### src/rtl/uart_pkg.sv
// uart_pkg: FSM state encoding and default FIFO depth shared by uart_tx_fifo and its bench
package uart_pkg;
  localparam int DEPTH_LOG2_DEFAULT = 4;
  localparam logic [1:0] IDLE = 2'b00;
  localparam logic [1:0] REQ = 2'b01;
  localparam logic [1:0] WAIT = 2'b10;
endpackage

### src/rtl/uart_fifo_mem.sv
// uart_fifo_mem: simple dual-port byte RAM (clk, we/waddr/wdata sync write, raddr/rdata async read)
module uart_fifo_mem #(
  parameter int AW = 4
) (
  input logic clk,
  input logic we,
  input logic [AW-1:0] waddr,
  input logic [7:0] wdata,
  input logic [AW-1:0] raddr,
  output logic [7:0] rdata
);
  logic [7:0] mem [2**AW];
  always_ff @(posedge clk) if (we) mem[waddr] <= wdata;
  assign rdata = mem[raddr];
endmodule

### src/rtl/uart_tx_fifo.sv
// uart_tx_fifo: byte FIFO (WrData/WrEn in; Full/Empty/Level out) drained to a UART transmitter via TxData/TxSend/TxBusy handshake; sticky Overflow port only with UART_TX_FIFO_OVERFLOW_EN
module uart_tx_fifo import uart_pkg::*; #(
  parameter int DEPTH_LOG2 = DEPTH_LOG2_DEFAULT
) (
  input logic Clk,
  input logic Reset,
  input logic [7:0] WrData,
  input logic WrEn,
  output logic Full,
  output logic Empty,
  output logic [DEPTH_LOG2:0] Level,
  output logic [7:0] TxData,
  output logic TxSend,
  input logic TxBusy
`ifdef UART_TX_FIFO_OVERFLOW_EN
  , output logic Overflow
`endif
);
  logic [DEPTH_LOG2-1:0] wr_ptr, rd_ptr;
  logic [1:0] state;
  logic [7:0] head;
  logic wr, pop;
  logic [DEPTH_LOG2:0] level_nxt;
  assign wr = WrEn & ~Full;
  assign pop = (state == IDLE) & ~Empty & ~TxBusy;
  assign level_nxt = Level + (DEPTH_LOG2+1)'(wr) - (DEPTH_LOG2+1)'(pop);
  uart_fifo_mem #(.AW(DEPTH_LOG2)) u_mem (
    .clk(Clk),
    .we(wr),
    .waddr(wr_ptr),
    .wdata(WrData),
    .raddr(rd_ptr),
    .rdata(head)
  );
  always_ff @(posedge Clk) begin
    if (Reset) begin
      wr_ptr <= '0;
      rd_ptr <= '0;
      Level <= '0;
      Empty <= 1'b1;
      Full <= 1'b0;
      TxSend <= 1'b0;
      TxData <= 8'h00;
      state <= IDLE;
    end else begin
      if (wr) wr_ptr <= wr_ptr + 1'b1;
      if (pop) begin
        rd_ptr <= rd_ptr + 1'b1;
        TxData <= head;
        TxSend <= 1'b1;
        state <= REQ;
      end else if (state == REQ && TxBusy) begin
        TxSend <= 1'b0;
        state <= WAIT;
      end else if (state == WAIT && !TxBusy) begin
        state <= IDLE;
      end
      Level <= level_nxt;
      Full <= level_nxt[DEPTH_LOG2];
      Empty <= level_nxt == '0;
    end
  end
`ifdef UART_TX_FIFO_OVERFLOW_EN
  always_ff @(posedge Clk) Overflow <= Reset ? 1'b0 : Overflow | (WrEn & Full);
`endif
endmodule

### config.mk
export PLATFORM = sky130hd
export DESIGN_NAME = uart_tx_fifo
export DESIGN_NICKNAME = d
export VERILOG_FILES = /design/src/rtl/uart_pkg.sv /design/src/rtl/uart_fifo_mem.sv /design/src/rtl/uart_tx_fifo.sv
export SDC_FILE = /design/constraint.sdc
export NUM_CORES = 1
export LEC_CHECK = 0
export ABC_AREA = 0
export CAP_MARGIN = 20
export CORE_UTILIZATION = 35
export DETAILED_ROUTE_END_ITERATION = 8
export PLACE_DENSITY = 0.52
export SLEW_MARGIN = 40
export SYNTH_ARGS = -nofsm -noshare
export SYNTH_HDL_FRONTEND = slang
export SYNTH_SLANG_ARGS = --single-unit
### constraint.sdc
create_clock -name Clk -period 7.7 [get_ports Clk]
set_input_delay 1.54 -clock Clk [delete_from_list [all_inputs] [get_ports Clk]]
set_output_delay 1.54 -clock Clk [all_outputs]
set_load 0.005 [all_outputs]
==> results.ini, run 1 <==
[yosys]
ys_ff_latch=153
yosysUniqueCellTypes=33
seq_area_frac_synth_pct=72.2
syn-instance-count=332
synth_nets=355
synth_flop_cell=edfxtp_1
synthArstFlopShare_pct=0
synth_edf_count=128
synth_area_per_cell_um2=18.1
yosys_warnings=0
netlist.area_leader.share_pct=63.9
yosysTopAreaCell=edfxtp_1
synth_area_leaders=edfxtp_1 64%, mux4_2 12%, dfxtp_1 8.3%, mux2i_1 2.7%, ha_1 2.1%
synthesis.area_um2=6020

[final_layout]
nNetsFinal=386
n_antenna_cell=0
stdcell_count=595
drive_gt1_share_pct=24.3
post-route-util_pct=43.0
area_growth_pct=19.2
fin_area_um2=7170

[global_routing]
grt_usage_pct=14.8
grt_antenna_before_repair=0
grt_pass1_wl_mm=18.6
grt_pass1_vias=3092
overflow=0
grt_max_degree=36

[worst_setup_path]
cp.arrival_ns=4.48
cp-end-kind=register
r2r-end=Empty
worstSetupPathType=in -> reg
cp-start-kind=input pin
rr_worst_depth=11
r2r-start=state[1]
crit_required_ns=8.01
reg2reg_slack_ns=4.72
path_max_fanout=11

[sta]
setup_viol=0
fmax_mhz=240
slew_headroom_pct=52.2
max_slew.worst_pin.slew_ns=0.717
period_share_pct=54.1
rsz0062_at_grt=no
clock_skew_ns=0.00621
period_needed_ns=4.17
slew_viol_final=0
setup_tns_ns=0
hold_violations=0

[power]
total_power_uw=2170
max-vdd-ir-drop_v=0.000158
leakage_uw=0.00224
powerDensity_nw_per_um2=303

[min_path]
min-delay-start=TxData[6]
hold_class=reg -> reg
hold_end=TxData[6]
holdPathStages=1

[drt]
final_antenna_net_count=0
dr.pass1.iters=4
num_vias=2943
vias_per_cell=4.95
drcViolationCount=0
post_drt_wl_per_cell_um=20.0
drt_iter0_markers=172
wl_mm=11.9

[placed_design]
gp_congestion=0.773
hpwlAfterDp_mm=7.21
port-buffer-count=27
dpl.cell_count=564
placed_area_um2=6580

[clock_tree]
cts_setup_buffers=0
holdBufCountCts=0
clk_latency_ns=0.42
clock_path_buffers=2
cts_root_buf=clkbuf_16
cts.clk_slew.worst_paths_ns=0.06
cts_tree=yes
cts-buffers-inserted=17
h-tree-depth=4
numClockSinks=153
cts.repair.resized=0

[die]
die_h_um=133
dieArea_um2=17700
rows=47
fp.dieW_um=133
io_pins=28
start_util_pct=36.0
core_area_um2=16700

[status]
status=finished clean

[job]
drv_cap=0

## logic make-up (layout without fill, tap and decap cells)
kind of cell,Yosys count,in the layout,share of synthesized area (%)
AOI/OAI and AO/OA,28,28,3.26
and+or+nand+nor,52,52,3.89
DFF,153,153,72.2
buffers and inverters,30,73,2.18
muxes,48,48,14.6
xor gates and xnor gates,10,10,1.45
adders and majority gates,11,11,2.41
## cell usage after synthesis, drive strengths merged, types with 6 or more instances
cell,count
edfxtp,128
mux4,32
nor2,27
dfxtp,25
mux2i,16
buf,13
inv,11
ha,10
nand2,9
a31o,8
o22ai,8
a21oi,6
xor2,6
## sequential cells by signal, summed over array words and instances, names as in the netlist
register   flops
Empty          1
Full           1
Level          4
TxData         8
TxSend         1
rd_ptr         4
state          2
u_mem.mem    128
wr_ptr         4
## power breakdown
part	internal (µW)	total [µW]	switching (µW)
sequential	944	973	29.2
clock	510	843	333
combinational	183	358	175
total	1640	2170	537
## area by class of cell
cell class              count  area (µm²)
fillers                  1491        9530
flip-flops and latches    153        4350
multi-input cells         149        1620
clock buffers              17         425
repair buffers             30         293
well taps                 220         275
clock inverters            14         171
inverters                  12        45.0
## per-stage QoR
| stage | hold WS [ns] | setup WS, ns |
|---|---|---|
| floorplan | 0.467 | 3.85 |
| global placement | 0.474 | 3.15 |
| detailed placement | 0.485 | 3.12 |
| CTS | 0.499 | 3.54 |
| global route | 0.520 | 3.33 |
| finish | 0.500 | 3.53 |
## how the worst max path moves through the flow
stage	startpoint	end	slack [ns]	cells after the start
final	TxBusy	Empty	3.53	12
after detailed placement	TxBusy	Empty	3.12	12
after CTS	TxBusy	Empty	3.54	12
after global routing	TxBusy	Empty	3.33	12
after floorplan	TxBusy	Empty	3.85	12
after global placement	TxBusy	Empty	3.15	12
## critical path, stage by stage
cell and delay (ns):
clkdlybuf4s50_1 0.46, or4_1 0.73, inv_2 0.21, ha_1 0.25
inv_1 0.06, ha_1 0.15, inv_1 0.06, fa_1 0.38
nand2b_1 0.16, a21oi_1 0.15, xnor2_1 0.10, a41o_1 0.23
## cell usage in the layout (no fill, tap or decap), types with 2 or more instances in the layout
cell type	count
bufinv_16	3
nand2_1	9
dfxtp_1	24
xor2_1	6
nor2b_1	3
inv_1	10
nor2_2	12
nor2_1	15
nand2b_1	3
clkinv_2	2
clkdlybuf4s50_1	27
o22ai_1	8
ha_1	10
a31o_1	2
buf_4	3
clkinvlp_4	4
edfxtp_1	128
xnor2_1	4
a31o_2	6
clkbuf_16	17
nor3_4	4
inv_6	3
nand4_1	2
clkinv_1	2
o21ai_0	2
mux2i_1	16
a21oi_1	6
mux4_2	32
## per-layer routing
metal  vias up  part of all wire, %  global-route usage (%)
li1       1356                    -                       -
met1      1530                   47                    19.8
met2        46                   48                    23.0
met3        11                  3.8                    4.53
met4         0                  1.2                    5.24
met5         -                    0                       0
Note: power is estimated with default switching activity, not from simulation.
==> run 2, diff against run 1 <==
Clock period 7.7 ns to 3.9 ns, I/O delays scaled along.
==> results.ini, run 2 (same netlist as run 1, synthesis figures left out) <==
[global_routing]
grt_pass1_wl_mm=18.6  ; +0.26%
grt_max_degree=36  ; unchanged
grt_pass1_vias=3155  ; +2.0%
grt_antenna_before_repair=0  ; unchanged
overflow=0  ; unchanged
grt_usage_pct=14.8  ; -0.038 points

[final_layout]
n_antenna_cell=0  ; unchanged
final_cell_mix=128 x edfxtp_1, 32 x mux4_2, 27 x nor2_1, 27 x clkdlybuf4s50_1, 24 x dfxtp_1
reg_top3=u_mem.mem x128, TxData x8
final_common_cell=edfxtp_1
stdcell_count=614  ; +3.2%
largest_register=u_mem.mem
post-route-util_pct=43.6  ; +0.61 points
largest_reg_flops=128  ; unchanged
nNetsFinal=405  ; +4.9%
area_growth_pct=20.9
drive_gt1_share_pct=23.9  ; -0.41 points

[sta]
clock_skew_ns=0.00772  ; +0.00151 ns
max_slew.worst_pin.slew_ns=0.712  ; -0.00527 ns
slew_headroom_pct=52.5  ; +0.35 points
period_needed_ns=3.13
hold_violations=0  ; unchanged
setup_viol=0  ; unchanged
fin_ws_ns=0.769  ; -2.76 ns
setup_tns_ns=0  ; unchanged
rsz0062_at_grt=no
fmax_mhz=319
slew_viol_final=0  ; unchanged
period_share_pct=80.3

[clock_tree]
numClockSinks=153  ; unchanged
cts.clk_slew.worst_paths_ns=0.06  ; about the same
cts_tree=yes
clk_latency_ns=0.42  ; about the same
cts-buffers-inserted=17  ; unchanged
cts.repair.resized=0  ; unchanged
holdBufCountCts=0  ; unchanged
h-tree-depth=4  ; unchanged
cts_setup_buffers=0  ; unchanged
clock_path_buffers=2  ; unchanged
cts_root_buf=clkbuf_16

[worst_setup_path]
crit_start=TxBusy
cp-start-kind=input pin
slowest_stage=or4_1
cp.arrival_ns=3.44  ; -1.04 ns
crit_chain=clkdlybuf4s50_1 -> or4_1 -> inv_2 -> ha_1 -> inv_1 -> ha_1 -> inv_1 -> fa_1 -> nand2b_1 -> a21oi_1 -> xnor2_1 -> a41o_1
path_max_fanout=6  ; -5
slowest_delay_ns=0.53  ; -0.20 ns
r2r-start=state[1]
crit_required_ns=4.21  ; -3.80 ns
cp-end-kind=register
worstSetupPathType=in -> reg

[min_path]
min-delay-start=TxData[3]
hold_class=reg -> reg

[placed_design]
gp_congestion=0.735  ; -4.9%
dpl.cell_count=583  ; +3.4%
port-buffer-count=27  ; unchanged
hpwlAfterDp_mm=7.38  ; +2.5%
place_ws_ns=0.345  ; -2.77 ns

[die]
core_area_um2=16700  ; unchanged
fp.dieW_um=133  ; unchanged
io_pins=28  ; unchanged
start_util_pct=36.0  ; unchanged
rows=47  ; unchanged
die_h_um=133  ; unchanged
dieArea_um2=17700  ; unchanged

[power]
max-vdd-ir-drop_v=0.000312  ; +98%
total_power_uw=4360  ; +100%
leakage_uw=0.00237  ; +5.9%
powerDensity_nw_per_um2=600  ; +98%

[status]
status=finished clean

[drt]
num_vias=2996  ; +1.8%
wl_mm=11.8  ; -1.2%
drcViolationCount=0  ; unchanged
drt_iter0_markers=154  ; -10%
dr.pass1.iters=4  ; unchanged
final_antenna_net_count=0  ; unchanged
vias_per_cell=4.88  ; -1.3%
post_drt_wl_per_cell_um=19.2  ; -4.2%

[job]
drv_cap=0  ; unchanged

## run 2: cell types whose count changed in the layout (fill, tap and decap cells not counted), moves of 2 or more
cell,before,now
nor2_2,12,0
nor3_1,1,5
clkinv_4,0,2
nor3_4,4,0
nor2_1,15,27
clkinvlp_4,4,0
buf_4,3,21
## run 2: final cells by class
type,instances,area (µm²)
Fill cell,1503,9420
Sequential cell,153,4350
Multi-Input combinational cell,149,1540
Timing Repair Buffer,49,448
Clock buffer,17,425
Tap cell,220,275
Clock inverter,14,194
Inverter,12,45.0
## run 2: layer usage
layer | wire [µm] | up-vias | track usage [%] | share of wire [%]
li1 | - | 1401 | - | -
met1 | 5340 | 1521 | 19.9 | 45
met2 | 5790 | 59 | 23.2 | 49
met3 | 494 | 15 | 4.00 | 4.2
met4 | 153 | 0 | 4.99 | 1.3
met5 | 0 | - | 0 | 0
## run 2: worst paths after layout
check / to / depth (start not counted) / slack, ns
setup reg to reg: Empty / 11 / 1.21
hold / removal: TxData[3] / 1 / 0.50
hold reg to reg: TxData[3] / 1 / 0.50
setup / recovery: Empty / 12 / 0.77
## run 2: stage by stage
step | hold WS (ns) | area (µm²)
after global routing | 0.522 | 7280
after detailed placement | 0.473 | 6660
final | 0.502 | 7280
after floorplan | 0.467 | 6020
after global placement | 0.484 | 6660
after CTS | 0.499 | 7280
## run 2: critical path, delay by kind of cell
family	cells	cell delay [ns]
AOI/OAI and AO/OA	2	0.38
xor gates and xnor gates	1	0.10
adders and majority gates	3	0.77
buffers and inverters	4	0.71
and+or+nand+nor	2	0.69
## run 2: report_power, final
| group | internal, µW | switching [µW] | total, µW |
|---|---|---|---|
| Combinational | 382 | 308 | 690 |
| Sequential | 1860 | 85.4 | 1950 |
| Clock | 1070 | 653 | 1730 |
==> run 3, diff against run 2 <==
Settings changed: PLACE_DENSITY 0.52 to 0.54.
Clock period 3.9 ns to 2.55 ns, I/O delays scaled along.
==> results.ini, run 3 (same netlist as run 1, synthesis figures left out) <==
[status]
status=finished clean

[worst_setup_path]
slowest_stage=or4_4
slowest_delay_ns=0.56  ; +0.03 ns
path_delay_family=simple AND/OR/NAND/NOR gates
path_max_fanout=4  ; -2
crit_required_ns=2.86  ; -1.35 ns
cp-start-kind=register
cp-end-kind=register
path_buf_inv=3  ; -1
worstSetupPathType=reg -> reg
crit_chain=or4_4 -> clkinv_4 -> ha_4 -> inv_2 -> ha_4 -> inv_2 -> fa_2 -> nand2b_4 -> a21oi_4 -> xnor2_2 -> a41o_1
cp.arrival_ns=2.78  ; -0.66 ns

[drt]
vias_per_cell=4.92  ; +0.76%
drt_iter0_markers=147  ; -4.5%
wl_mm=12.0  ; +1.9%
drcViolationCount=0  ; unchanged
post_drt_wl_per_cell_um=19.3  ; +0.40%
num_vias=3063  ; +2.2%
final_antenna_net_count=0  ; unchanged
dr.pass1.iters=4  ; unchanged

[sta]
slew_headroom_pct=62.2  ; +9.7 points
hold_violations=0  ; unchanged
period_share_pct=97.1
fmax_mhz=404
setup_tns_ns=0  ; unchanged
fin_ws_ns=0.0750  ; -0.694 ns
period_needed_ns=2.47
clock_skew_ns=0.0115  ; +0.00374 ns
holdWs_ns=0.492  ; -0.00990 ns
max_slew.worst_pin.slew_ns=0.565  ; -0.147 ns
slew_viol_final=0  ; unchanged
setup_viol=0  ; unchanged

[global_routing]
overflow=0  ; unchanged
grt_pass1_wl_mm=18.8  ; +1.3%
grt_antenna_before_repair=0  ; unchanged
grt_pass1_vias=3268  ; +3.6%
grt_usage_pct=15.0  ; +0.23 points
grt_max_degree=36  ; unchanged

[die]
core_area_um2=16700  ; unchanged
start_util_pct=36.0  ; unchanged
die_h_um=133  ; unchanged
fp.dieW_um=133  ; unchanged
rows=47  ; unchanged
io_pins=28  ; unchanged
dieArea_um2=17700  ; unchanged

[final_layout]
fin_area_um2=7390  ; +1.5%
largest_reg_flops=128  ; unchanged
final_cell_mix=128 x edfxtp_1, 32 x mux4_2, 28 x buf_4
nNetsFinal=413  ; +2.0%
largest_register=u_mem.mem
final_common_cell=edfxtp_1
n_antenna_cell=0  ; unchanged
area_growth_pct=22.7
drive_gt1_share_pct=28.0  ; +4.2 points
fillCellCount=1500  ; -0.20%
reg_top3=u_mem.mem x128, TxData x8

[clock_tree]
numClockSinks=153  ; unchanged
cts_tree=yes
holdBufCountCts=0  ; unchanged
cts.clk_slew.worst_paths_ns=0.06  ; about the same
clk_latency_ns=0.43  ; about the same
cts_root_buf=clkbuf_16
cts-buffers-inserted=17  ; unchanged
h-tree-depth=4  ; unchanged
clock_path_buffers=2  ; unchanged

[placed_design]
hpwlAfterDp_mm=7.47  ; +1.2%
gp_congestion=0.779  ; +5.9%
port-buffer-count=27  ; unchanged
placed_area_um2=6770  ; +1.7%
place_ws_ns=-0.433  ; -0.779 ns

[power]
max-vdd-ir-drop_v=0.000559  ; +79%
leakage_uw=0.00240  ; +1.2%
total_power_uw=6710  ; +54%
powerDensity_nw_per_um2=908  ; +51%

[min_path]
hold_class=reg -> reg

[job]
drv_cap=0  ; unchanged

==> run 3: routing by layer <==
layer	wire length, µm	track usage [%]
met2	5940	23.6
met5	0	0
met4	205	7.01
met1	5380	19.6
met3	480	3.73
==> run 3: layout make-up <==
type,count,area (µm²),share of cell area [%]
Sequential cell,153,4350,58.9
Clock inverter,15,164,2.22
Tap cell,220,275,3.73
Inverter,12,50.0,0.678
Multi-Input combinational cell,149,1600,21.7
Clock buffer,17,425,5.76
Timing Repair Buffer,57,523,7.08
==> run 3: through the flow <==
| step | cells | utilization [%] |
|---|---|---|
| final | 623 | 44.2 |
| after global routing | 623 | 44.2 |
| after CTS | 622 | 44.1 |
| after detailed placement | 590 | 40.5 |
| after global placement | 590 | 40.5 |
| after floorplan | 332 | - |
==> run 3: power breakdown <==
part           switching (µW)  total, µW  internal (µW)  leakage (µW)
registers                 105       2950           2850       0.00136
logic                     569       1250            680      0.000762
clock network            1040       2500           1460      0.000274
total                    1720       6710           4990       0.00240
==> run 3: repair_timing <==
| action | 4_1_cts | 5_1_grt |
|---|---|---|
| setup buffers | 0 | 1 |
| resized for setup | 0 | 5 |
| setup endpoints to repair | 0 | 2 |
==> run 3: final timing paths <==
kind                                 from         to  slack, ns  cells after the start
worst min-delay path            TxData[3]  TxData[3]       0.49                      1
worst max register to register   state[0]      Empty       0.08                     11
worst max-delay path             state[0]      Empty       0.08                     11
worst min register to register  TxData[3]  TxData[3]       0.49                      1
